**src/rtl/conv2d_stream_engine.sv**
```systemverilog
// conv2d_stream_engine
// Stride-1 2-D convolution with implicit zero padding, per-filter bias, optional
// ReLU and output saturation. One multiply-accumulate per cycle; activations,
// weights and biases come from synchronous-read ports (data one cycle after the
// strobe); results leave through a valid/ready port in (f, i, j) order.
module conv2d_stream_engine #(
    parameter int IN_CH  = 16,
    parameter int OUT_CH = 32,
    parameter int IMG_H  = 14,
    parameter int IMG_W  = 14,
    parameter int K      = 3,
    parameter int PAD    = 1,
    parameter int DATA_W = 32,
    parameter int WGT_W  = 8,
    parameter int ACC_W  = 48,
    parameter int RELU   = 1,
    localparam int OH    = IMG_H + 2*PAD - K + 1,
    localparam int OW    = IMG_W + 2*PAD - K + 1,
    localparam int IA_N  = IN_CH*IMG_H*IMG_W,
    localparam int WA_N  = OUT_CH*IN_CH*K*K,
    localparam int OA_N  = OUT_CH*OH*OW,
    localparam int IA_W  = (IA_N > 1) ? $clog2(IA_N) : 1,
    localparam int WA_W  = (WA_N > 1) ? $clog2(WA_N) : 1,
    localparam int BA_W  = (OUT_CH > 1) ? $clog2(OUT_CH) : 1,
    localparam int OA_W  = (OA_N > 1) ? $clog2(OA_N) : 1
) (
    input  logic              clk,
    input  logic              reset,
    input  logic              start,
    output logic              busy,
    output logic              done,
    output logic              sat_flag,
    output logic              in_rd_en,
    output logic [IA_W-1:0]   in_addr,
    input  logic [DATA_W-1:0] in_data,
    output logic              wt_rd_en,
    output logic [WA_W-1:0]   wt_addr,
    input  logic [WGT_W-1:0]  wt_data,
    output logic              b_rd_en,
    output logic [BA_W-1:0]   b_addr,
    input  logic [DATA_W-1:0] b_data,
    output logic              out_valid,
    input  logic              out_ready,
    output logic [OA_W-1:0]   out_addr,
    output logic [DATA_W-1:0] out_data
);

    localparam int N = IN_CH*K*K;

    typedef enum logic [2:0] {
        S_IDLE,
        S_BIAS,
        S_MAC,
        S_DRAIN,
        S_WRITE,
        S_FINISH
    } state_t;

    state_t state;

    // Pixel position (f, i, j), tap position (c, m, n) and tap ordinal
    logic [31:0] f_idx, i_idx, j_idx;
    logic [31:0] c_idx, m_idx, n_idx, tap;
    logic signed [ACC_W-1:0] acc;
    // High when the data arriving this cycle belongs to an in-image tap
    logic prev_in;
    logic sat_pend;

    logic signed [ACC_W-1:0] in_ext, wt_ext, bias_ext, prod, acc_sum;
    logic signed [ACC_W-1:0] sat_max, sat_min;
    logic [DATA_W-1:0]       res;
    logic                    clip;

    logic [31:0]        iss_c, iss_m, iss_n;
    logic signed [31:0] row, col;
    logic               iss_in;
    logic [IA_W-1:0]    iss_in_addr;
    logic [WA_W-1:0]    iss_wt_addr;

    logic [31:0] nx_f, nx_i, nx_j;
    logic        last_pix;

    // Sign-extend operands and form the accumulator update for the returning tap
    always_comb begin
        in_ext   = {{(ACC_W-DATA_W){in_data[DATA_W-1]}}, in_data};
        wt_ext   = {{(ACC_W-WGT_W){wt_data[WGT_W-1]}}, wt_data};
        bias_ext = {{(ACC_W-DATA_W){b_data[DATA_W-1]}}, b_data};
        prod     = prev_in ? in_ext * wt_ext : '0;
        acc_sum  = acc + prod;
    end

    // ReLU and saturation of the final accumulator value
    always_comb begin
        sat_max = {{(ACC_W-DATA_W+1){1'b0}}, {(DATA_W-1){1'b1}}};
        sat_min = ~sat_max;
        res     = acc_sum[DATA_W-1:0];
        clip    = 1'b0;
        if (RELU != 0 && acc_sum[ACC_W-1]) begin
            res = '0;
        end else if (acc_sum > sat_max) begin
            res  = sat_max[DATA_W-1:0];
            clip = 1'b1;
        end else if (acc_sum < sat_min) begin
            res  = sat_min[DATA_W-1:0];
            clip = 1'b1;
        end
    end

    // Next tap to issue (tap 0 from BIAS, successor of the current tap in MAC)
    always_comb begin
        iss_c = '0;
        iss_m = '0;
        iss_n = '0;
        if (state == S_MAC) begin
            iss_c = c_idx;
            iss_m = m_idx;
            iss_n = n_idx + 1;
            if (n_idx == K-1) begin
                iss_n = '0;
                iss_m = m_idx + 1;
                if (m_idx == K-1) begin
                    iss_m = '0;
                    iss_c = c_idx + 1;
                end
            end
        end
        row         = signed'(i_idx) + signed'(iss_m) - PAD;
        col         = signed'(j_idx) + signed'(iss_n) - PAD;
        iss_in      = (row >= 0) && (row < IMG_H) && (col >= 0) && (col < IMG_W);
        iss_in_addr = IA_W'(signed'(iss_c)*IMG_H*IMG_W + row*IMG_W + col);
        iss_wt_addr = WA_W'(((signed'(f_idx)*IN_CH + signed'(iss_c))*K
                             + signed'(iss_m))*K + signed'(iss_n));
    end

    // Next output pixel in j-fastest, then i, then f order
    always_comb begin
        nx_f = f_idx;
        nx_i = i_idx;
        nx_j = j_idx + 1;
        if (j_idx == OW-1) begin
            nx_j = '0;
            nx_i = i_idx + 1;
            if (i_idx == OH-1) begin
                nx_i = '0;
                nx_f = f_idx + 1;
            end
        end
        last_pix = (f_idx == OUT_CH-1) && (i_idx == OH-1) && (j_idx == OW-1);
    end

    // Control FSM with registered strobes, addresses and result port
    always_ff @(posedge clk or negedge reset) begin
        if (!reset) begin
            state     <= S_IDLE;
            f_idx     <= '0;
            i_idx     <= '0;
            j_idx     <= '0;
            c_idx     <= '0;
            m_idx     <= '0;
            n_idx     <= '0;
            tap       <= '0;
            acc       <= '0;
            prev_in   <= 1'b0;
            sat_pend  <= 1'b0;
            busy      <= 1'b0;
            done      <= 1'b0;
            sat_flag  <= 1'b0;
            in_rd_en  <= 1'b0;
            in_addr   <= '0;
            wt_rd_en  <= 1'b0;
            wt_addr   <= '0;
            b_rd_en   <= 1'b0;
            b_addr    <= '0;
            out_valid <= 1'b0;
            out_addr  <= '0;
            out_data  <= '0;
        end else begin
            prev_in <= in_rd_en;
            case (state)
                S_IDLE: begin
                    done <= 1'b0;
                    if (start) begin
                        state    <= S_BIAS;
                        busy     <= 1'b1;
                        sat_flag <= 1'b0;
                        f_idx    <= '0;
                        i_idx    <= '0;
                        j_idx    <= '0;
                        b_rd_en  <= 1'b1;
                        b_addr   <= '0;
                    end
                end
                S_BIAS: begin
                    state    <= S_MAC;
                    b_rd_en  <= 1'b0;
                    c_idx    <= '0;
                    m_idx    <= '0;
                    n_idx    <= '0;
                    tap      <= '0;
                    wt_rd_en <= 1'b1;
                    wt_addr  <= iss_wt_addr;
                    in_rd_en <= iss_in;
                    in_addr  <= iss_in_addr;
                end
                S_MAC: begin
                    // Bias arrives in the first MAC cycle; later cycles add the previous tap
                    acc <= (tap == 0) ? bias_ext : acc_sum;
                    if (tap == N-1) begin
                        state    <= S_DRAIN;
                        wt_rd_en <= 1'b0;
                        in_rd_en <= 1'b0;
                    end else begin
                        tap      <= tap + 1;
                        c_idx    <= iss_c;
                        m_idx    <= iss_m;
                        n_idx    <= iss_n;
                        wt_addr  <= iss_wt_addr;
                        in_rd_en <= iss_in;
                        in_addr  <= iss_in_addr;
                    end
                end
                S_DRAIN: begin
                    state     <= S_WRITE;
                    acc       <= acc_sum;
                    out_valid <= 1'b1;
                    out_data  <= res;
                    out_addr  <= OA_W'(signed'(f_idx)*OH*OW + signed'(i_idx)*OW
                                       + signed'(j_idx));
                    sat_pend  <= clip;
                end
                S_WRITE: begin
                    if (out_ready) begin
                        out_valid <= 1'b0;
                        if (sat_pend) begin
                            sat_flag <= 1'b1;
                        end
                        if (last_pix) begin
                            state <= S_FINISH;
                            done  <= 1'b1;
                            busy  <= 1'b0;
                        end else begin
                            state   <= S_BIAS;
                            f_idx   <= nx_f;
                            i_idx   <= nx_i;
                            j_idx   <= nx_j;
                            b_rd_en <= 1'b1;
                            b_addr  <= BA_W'(nx_f);
                        end
                    end
                end
                S_FINISH: begin
                    state <= S_IDLE;
                    done  <= 1'b0;
                end
                default: state <= S_IDLE;
            endcase
        end
    end

endmodule

```
**config.mk**
```make
export PLATFORM = sky130hd
export DESIGN_NAME = conv2d_stream_engine
export DESIGN_NICKNAME = d
export VERILOG_FILES = /design/src/rtl/conv2d_stream_engine.sv
export SDC_FILE = /design/constraint.sdc
export NUM_CORES = 2
export LEC_CHECK = 0
export CAP_MARGIN = 0
export CORE_MARGIN = 2
export CORE_UTILIZATION = 50
export DETAILED_ROUTE_END_ITERATION = 10
export PLACE_DENSITY = 0.71
export SYNTH_ARGS = -nofsm -noshare
export SYNTH_HDL_FRONTEND = slang
export SYNTH_SLANG_ARGS = --single-unit
```
**constraint.sdc**
```tcl
create_clock -name clk -period 10.5 [get_ports clk]
set_input_delay 2.1 -clock clk [delete_from_list [all_inputs] [get_ports clk]]
set_output_delay 2.1 -clock clk [all_outputs]
set_load 0.01 [all_outputs]
```
==> metrics.cfg <==
[clocking]
clock-root-buffer=clkbuf_16
clk_pin_slew_ns=0.06
cts_buffers=42
cts_tree=yes
cts_sinks=335
clockBufferDepth=3
htreeDepth=2
postCtsHoldBufs=0
ctsResizeCount=0
cts_setup_buffers=0
clkLatencyLatePin_ns=0.60

[layout]
diodes=0
fill_cells=7511
final_area_mm2=0.0451
areaGrowthSynthToFinish_pct=11.3
drive_gt1_share_pct=4.35
layout.nets=5926

[floorplan]
ios=158
dieArea_mm2=0.0834
die_w_um=289
start_util_pct=50.4
core_area_mm2=0.0804
fp.dieH_um=289
fp-row-count=104

[job]
cap_viol_max_count=0

[grt]
antenna_found_initial=1
gr-total-overflow=0
grt_pass1_wl_mm=176
track_usage_pct=26.2
grt_max_degree=97
grt_pass1_vias=34100

[synth]
ys_async_sr_fraction_pct=100
synth_cell_type_count=93
ys_warn_count=0
syn_area_mm2=0.0405
synth_top_area_cell=dfrtp_1
synth_seq_cells=335
synth.area.top_cells=dfrtp_1 21%, fa_1 14%, ha_1 14%, inv_1 7.4%, xnor2_1 5.0%
synthCells=4973
yosysMostFrequentCell=inv_1
avgSynthCellArea_um2=8.15
synthTopCellsByCount=794 x inv_1, 521 x nand2_1, 441 x ha_1
yosysTopAreaCellShare_pct=20.7
synthFlopType=dfrtp_1
ys_seq_area_share_pct=20.7
synth_edf_count=0
synth_nets=5782

[critical_path]
path_class=input port to register
critical_path.most_common_cell=fa_1
crit_required_ns=10.95
startpoint_type=input port
path_max_fanout=32
reg2reg_depth=38
slowest_stage=fa_1
crit_arrival_ns=10.51
endpoint_kind=register
critPathMaxStageDelay_ns=0.55

[sta]
period_share_pct=95.8
tightest_slew_ns=1.24
rsz0062_at_grt=no
hold_violations=0
relSlewSlack_pct=17.3
fin_ws_ns=0.437
fin_crit_ns=10.06
setup_viol=0
clock-skew-final_ns=0.0439
clock.fmax_mhz=99.4
report.final.slew_viol_count=0

[placed_design]
io_buffers=157
post-place-ws_ns=-0.182
postPlaceCellArea_mm2=0.0437
finalWeightedCongestion=0.967
dp.final_hpwl_mm=86.5

[power]
switching_share_pct=46.8
switchingPower_mw=5.98
power_density_mw_per_mm2=283
leakage_nw=22.5
peakVddDrop_v=0.000729
power_frac_comb_pct=74.4
seqPwrFrac_pct=13.5
p_int_mw=6.81
power_frac_clock_pct=12.0

[route]
viasPerCell=5.55
drt_iter0_drc=2026
finalWirelength_mm=108
first_pass_iters=5
drcViolationCount=0
vias=34500
wl_per_cell_um=17.4
antenna_left=0

[status]
outcome=finished, final reports clean

[worst_hold_path]
hold_path_depth=2
hold_class=register to register

[cell type report]
class,instances,area (um2),area share [%]
tap,1060,1330,2.94
clock inverter,15,203,0.449
sequential,335,8380,18.6
inverter,795,2980,6.61
timing repair buffer,253,2400,5.31
clock buffer,60,1240,2.75
multi-input combinational,3690,28600,63.4
[worst paths after layout]
path	startpoint	endpoint	slack [ns]
min in group asynchronous	reset	out_data[6]	1.53
worst min-delay path	wt_addr[0]	wt_addr[0]	0.46
worst max register to register	n_idx[17]	wt_addr[12]	1.01
worst max-delay path	wt_data[7]	out_data[4]	0.44
worst min register to register	wt_addr[0]	wt_addr[0]	0.46
max in group asynchronous	reset	n_idx[0]	6.98
[state kept, by name, summed over array words and instances, names as in the netlist, 3 cells and up]
signal	count
state	3
out_addr	13
out_data	32
f_idx	27
in_addr	12
c_idx	13
n_idx	32
m_idx	32
i_idx	32
acc	48
tap	32
j_idx	32
b_addr	5
wt_addr	13
[logic make-up after synthesis]
family,after synthesis,share of synthesized area [%]
buffers and inverters,948,8.90
flip-flops,335,20.7
AND/OR/NAND/NOR,1616,19.6
multiplexers,16,0.417
XOR/XNOR,368,8.00
AO/OA/AOI/OAI,957,14.4
adder cells (fa/ha/maj),733,28.0
[cell usage in the layout, fill, tap and decap left out, types with 11 or more instances in the layout]
cell,Yosys,routed
xor2_1,135,135
o22ai_1,13,13
a211oi_1,26,26
dfrtp_1,335,335
clkdlybuf4s50_1,0,156
o21ai_0,315,315
o21a_1,29,29
o31ai_1,27,27
xnor2_1,231,231
or3_1,27,27
and4_1,15,15
and3_1,62,61
a21o_1,89,89
clkbuf_16,0,43
nor4_1,39,39
nor4b_1,11,11
nand2b_1,48,46
nand4_1,57,57
buf_4,8,88
ha_1,441,441
a31oi_1,22,22
nor3_1,74,73
and2_1,204,204
nor2_1,354,350
nand2_1,521,520
nand3_1,113,113
o21bai_1,31,31
a22oi_1,33,33
mux2i_1,11,11
nor2b_1,32,31
inv_1,794,794
o211ai_1,13,13
fa_1,292,292
a21oi_1,264,264
[worst max-delay path, delay by kind of cell]
family	cells	cell delay, ns
AO/OA/AOI/OAI	13	2.22
XOR/XNOR	2	0.49
adder cells (fa/ha/maj)	6	2.70
buffers and inverters	7	1.39
AND/OR/NAND/NOR	7	1.60
[power by group through the flow]
stage | combinational (mW) | clock, mW | sequential, mW
final | 9.52 | 1.54 | 1.73
after floorplan | 7.13 | 0 | 1.76
after global placement | 9.39 | 0 | 1.75
after CTS | 9.59 | 1.57 | 1.73
after detailed placement | 9.54 | 0 | 1.75
after global routing | 10.8 | 1.62 | 1.76
[routing by layer]
metal | part of all wire (%) | vias to the layer above | global-route usage (%)
li1 | - | 16700 | -
met1 | 42 | 16800 | 32.5
met2 | 50 | 791 | 46.4
met3 | 4.4 | 212 | 2.72
met4 | 4.5 | 0 | 10.6
met5 | 0 | - | 0
[metrics by stage]
step                setup TNS, ns  util (%)  hold WS [ns]  instances  total power, mW
floorplan                       0         -         0.429       4973             8.88
global placement            -1.50      54.3         0.452       6133             11.1
detailed placement          -5.22      54.3         0.458       6133             11.3
CTS                             0      56.1         0.471       6208             12.9
global route                    0      56.1         0.501       6208             14.1
finish                          0      56.1         0.463       6208             12.8
(Power assumes the default switching activity.)
